$ cat src/rtl/cache_fill_fsm.sv
// Cache line fill controller: on a miss, issues eight word reads for the
// missing 16-byte block and writes the returned words into the data array.
module cache_fill_fsm (
  input  logic        clk,
  input  logic        rst_n,
  input  logic        miss_detected,
  input  logic [15:0] miss_address,
  input  logic        memory_data_valid,
  input  logic [15:0] memory_data,
  output logic        fsm_busy,
  output logic        memory_enable,
  output logic [15:0] memory_address,
  output logic        write_data_array,
  output logic [2:0]  fill_word,
  output logic [15:0] fill_data,
  output logic        write_tag_array,
  output logic [11:0] fill_block
);

  typedef enum logic {
    S_IDLE = 1'b0,
    S_FILL = 1'b1
  } state_t;

  state_t      r_state;
  state_t      w_next_state;
  logic [3:0]  r_req_cnt;
  logic [3:0]  r_rcv_cnt;
  logic [11:0] r_fill_block;
  logic        w_req_active;
  logic        w_rcv;

  // NOTE: state updates use non-blocking assignments so every register
  // samples the pre-edge values, independent of statement order.
  always_ff @(posedge clk or negedge rst_n) begin
    if (!rst_n) begin
      r_state      <= S_IDLE;
      r_req_cnt    <= '0;
      r_rcv_cnt    <= '0;
      r_fill_block <= '0;
    end else begin
      r_state <= w_next_state;
      case (r_state)
        S_IDLE: begin
          if (miss_detected) begin
            r_fill_block <= miss_address[15:4];
            r_req_cnt    <= '0;
            r_rcv_cnt    <= '0;
          end
        end
        S_FILL: begin
          if (w_req_active) r_req_cnt <= r_req_cnt + 4'd1;
          if (w_rcv)        r_rcv_cnt <= r_rcv_cnt + 4'd1;
        end
        default: ;
      endcase
    end
  end

  // NOTE: every signal driven here gets a default first, so no path through
  // the block can leave a value unassigned and infer a latch.
  always_comb begin
    w_next_state     = r_state;
    w_req_active     = 1'b0;
    w_rcv            = 1'b0;
    fsm_busy         = 1'b0;
    memory_enable    = 1'b0;
    memory_address   = '0;
    write_data_array = 1'b0;
    fill_word        = '0;
    write_tag_array  = 1'b0;

    case (r_state)
      S_IDLE: begin
        if (miss_detected) w_next_state = S_FILL;
      end
      S_FILL: begin
        fsm_busy     = 1'b1;
        w_req_active = ~r_req_cnt[3];
        w_rcv        = memory_data_valid;
        if (w_req_active) begin
          memory_enable  = 1'b1;
          memory_address = {r_fill_block, r_req_cnt[2:0], 1'b0};
        end
        // Words return in request order, so the valid count is the word index.
        if (w_rcv) begin
          write_data_array = 1'b1;
          fill_word        = r_rcv_cnt[2:0];
          if (r_rcv_cnt == 4'd7) begin
            write_tag_array = 1'b1;
            w_next_state    = S_IDLE;
          end
        end
      end
      default: w_next_state = S_IDLE;
    endcase
  end

  assign fill_data  = memory_data;
  assign fill_block = r_fill_block;

endmodule
$ cat config.mk
export PLATFORM = sky130hd
export DESIGN_NAME = cache_fill_fsm
export DESIGN_NICKNAME = d
export VERILOG_FILES = /design/src/rtl/cache_fill_fsm.sv
export SDC_FILE = /design/constraint.sdc
export NUM_CORES = 1
export LEC_CHECK = 0
export BUFFER_PORTS_ARGS = -buffer_cell sky130_fd_sc_hd__buf_2
export CAP_MARGIN = 5
export CORE_ASPECT_RATIO = 0.7
export CORE_MARGIN = 10
export CORE_UTILIZATION = 35
export DETAILED_ROUTE_END_ITERATION = 6
export GPL_TIMING_DRIVEN = 1
export PLACE_DENSITY = 0.71
export SETUP_SLACK_MARGIN = 0.2
export SYNTH_ARGS = -nofsm -noshare
export SYNTH_HDL_FRONTEND = slang
export SYNTH_SLANG_ARGS = --single-unit
$ cat constraint.sdc
create_clock -name clk -period 1.4 [get_ports clk]
set_input_delay 0.28 -clock clk [delete_from_list [all_inputs] [get_ports clk]]
set_output_delay 0.28 -clock clk [all_outputs]
set_load 0.05 [all_outputs]
==> flow_summary.toml <==
[run_status]
status = "complete, but fails checks"
failed_checks = "negative setup slack"

[clocking]
cts_sinks = 21
root_buffer = "clkbuf_8"
cts_tree = "yes"
clkLatencyLatePin_ns = 0.26
path_clk_slew_ns = 0.08
cts_buffers = 3
clock_path_buffers = 2
h-tree-depth = 1

[sta]
drv_slew = 0
setup_viol_count_final = 23
fmax_mhz = 620
holdWs_ns = 0.210
fin_crit_sh_pct = 115
rsz0062_at_grt = "yes"
setup_slack_ns = -0.214
period_needed_ns = 1.61
hold_viol = 0
skew_ns = 0.00466

[detailed_routing]
wl_per_cell_um = 15.0
drt_iter0_markers = 45
dr.pass1.iters = 4
num_vias = 1010
via_per_inst = 4.65
drc = 0
drt-total-wl_um = 3260
ant_nets = 0

[cells_and_area]
fillers = 280
syn_to_final_growth_pct = 63.6
fin_nets = 218
final_layout_size_suffix_gt1_share_pct = 67.0
n_antenna_cell = 0

[critical_path]
cp_data_arrival_time_ns = 1.33
worstSetupStartpointType = "flip-flop"
worstRegToRegCells = 6
reg2reg_from = "r_state$_DFF_PN0_"
cp-end-kind = "output pin"
cp_data_required_time_ns = 1.12
reg2reg_to = "r_req_cnt[0]$_DFFE_PN0P_"
reg2reg_slack_ns = -0.01
worst-setup-path-type = "flip-flop to output pin"
cp_max_fo = 5

[global_route]
met3_usage_pct = 4.15
antenna_found_initial = 0
grt_busiest_layer = "met2"
grt_max_degree = 22
grt_usage_pct = 10.1
grt_pass1_wl_um = 4780
grt_use_met2_pct = 17.4
grt_overflow_total = 0
met1_usage_pct = 11.7
grt_pass1_vias = 985

[placed_design]
post-place-ws_ns = -0.0494
hpwl_um = 2220
gp_congestion = 0.708
io_buffers = 49

[power]
p_sw_share_pct = 49.3
p_comb_share_pct = 69.4
seqPwrFrac_pct = 22.8
p_int_mw = 2.58
cellLeakagePower_nw = 0.974
p_total_mw = 5.09
p_per_area_nw_per_um2 = 2680
power_frac_clock_pct = 7.8
p_switching_mw = 2.51
peakVddDrop_mv = 1.27

[logic_synthesis]
yosysMostFrequentCell = "nand2_1"
synth_warnings = 0
synth-seq-cells = 21
ys_seq_area_share_pct = 45.4
synth_top_cell_area_share_pct = 45.4
yosys-top-cells-count = "nand2_1, dfrtp_1, buf_4"
syn_area_um2 = 1160
synth.net_count = 167
synth_area_leaders = "dfrtp_1, buf_4, nand2_1"
synthArstFlopShare_pct = 100
yosys.area.top_type = "dfrtp_1"
ys.flop_type = "dfrtp_1"
syn_inst = 129
synth_edf_count = 0
synth.distinct_cells = 26
syn_avg_cell_area_um2 = 8.98

[floorplan]
placementRows = 17
start_util_pct = 36.6
ios = 87
die-area_um2 = 6050
core_um2 = 3170
die_x_um = 88.8
die_h_um = 68.1

[worst_hold_path]
hold_class = "input pin to flip-flop"
worstHoldStart = "miss_address[11]"
whs_endpoint = "fill_block[7]$_DFFE_PN0P_"
hold_path_depth = 3

[job]
maxCapViolations = 0
-- timing repair --
item                       4_1_cts  5_1_grt
hold endpoints to repair        21        0
setup endpoints to repair       44       51
gates resized for setup         52       72
hold buffers                     1        0
pin swaps                        1       30
gates cloned                     1        1
buffers inserted                 2        4
-- through the flow --
| step | area, um^2 | setup TNS, ns | instances | util, % |
|---|---|---|---|---|
| finish | 1900 | -3.28 | 217 | 59.8 |
| global route | 1900 | -4.62 | 217 | 59.8 |
| CTS | 1660 | -3.77 | 212 | 52.5 |
| detailed placement | 1420 | -0.659 | 204 | 44.8 |
| global placement | 1420 | -0.481 | 204 | 44.8 |
| floorplan | 1220 | -1.51 | 129 | - |
-- power groups by stage --
stage          clock network (mW)  logic [mW]  registers [mW]
3_3_place_gp                    0        2.69            1.11
4_1_cts                     0.408        3.09            1.12
2_1_floorplan                   0        1.66            1.68
3_5_place_dp                    0        2.72            1.12
5_1_grt                     0.437        3.73            1.21
6_report                    0.398        3.53            1.16
-- worst max-delay path by stage --
| stage | from | end | slack [ns] | cells after the start |
|---|---|---|---|---|
| floorplan | r_state$_DFF_PN0_ | write_tag_array | -0.24 | 3 |
| global placement | r_state$_DFF_PN0_ | memory_address[5] | -0.04 | 4 |
| detailed placement | r_state$_DFF_PN0_ | memory_address[1] | -0.05 | 4 |
| CTS | r_state$_DFF_PN0_ | memory_address[1] | -0.20 | 4 |
| global route | r_state$_DFF_PN0_ | write_tag_array | -0.25 | 4 |
| finish | r_state$_DFF_PN0_ | write_tag_array | -0.21 | 4 |
-- state kept, by name, summed over array words and instances, names as in the netlist --
name	flops
fill_block	12
r_rcv_cnt	4
r_req_cnt	4
r_state	1
-- kinds of logic (layout without fill, tap and decap cells) --
| family | count (synthesis) | count (layout) | share of synthesized area [%] |
|---|---|---|---|
| other | 1 | 1 | 0.324 |
| multiplexers | 2 | 2 | 2.16 |
| adder cells (fa/ha/maj) | 2 | 2 | 2.16 |
| buffers and inverters | 24 | 73 | 15.0 |
| AO/OA/AOI/OAI | 4 | 4 | 2.16 |
| flip-flops | 21 | 21 | 45.4 |
| XOR/XNOR | 2 | 2 | 1.51 |
| AND/OR/NAND/NOR | 73 | 74 | 31.3 |
-- final cells by class --
class	instances	area, um^2	share of cell area [%]
Clock buffer	4	45.0	2.38
Inverter	2	11.3	0.594
Multi-Input combinational cell	85	604	31.9
Sequential cell	21	527	27.8
Tap cell	38	47.5	2.51
Timing Repair Buffer	67	661	34.9
-- routing by layer --
layer / up-vias / part of all wire, %
met5: - / 0
met2: 39 / 50
li1: 487 / -
met4: 0 / 0.18
met1: 482 / 39
met3: 2 / 10
-- cell usage in the layout, fill, tap and decap left out, drive strengths merged --
cell and instances:
buf 65, inv 1, nand2b 2, mux2 1, clkinvlp 1, ha 2
nor2 6, nor2b 2, a22o 1, nand2 40, xor2 2, mux2i 1
dfrtp 21, dlygate4sd3 1, clkbuf 5, conb 1, a31oi 1, and3b 1
and2 15, nand3b 1, and3 3, nand3 4, a21oi 1, o21ai 1
-- critical path, cell delays in order, from the launching register on --
cell	delay, ns
dfrtp_2	0.43
buf_6	0.13
and3_4	0.14
and3b_2	0.21
buf_8	0.15
No activity file was read; power rests on OpenSTA's default activity.
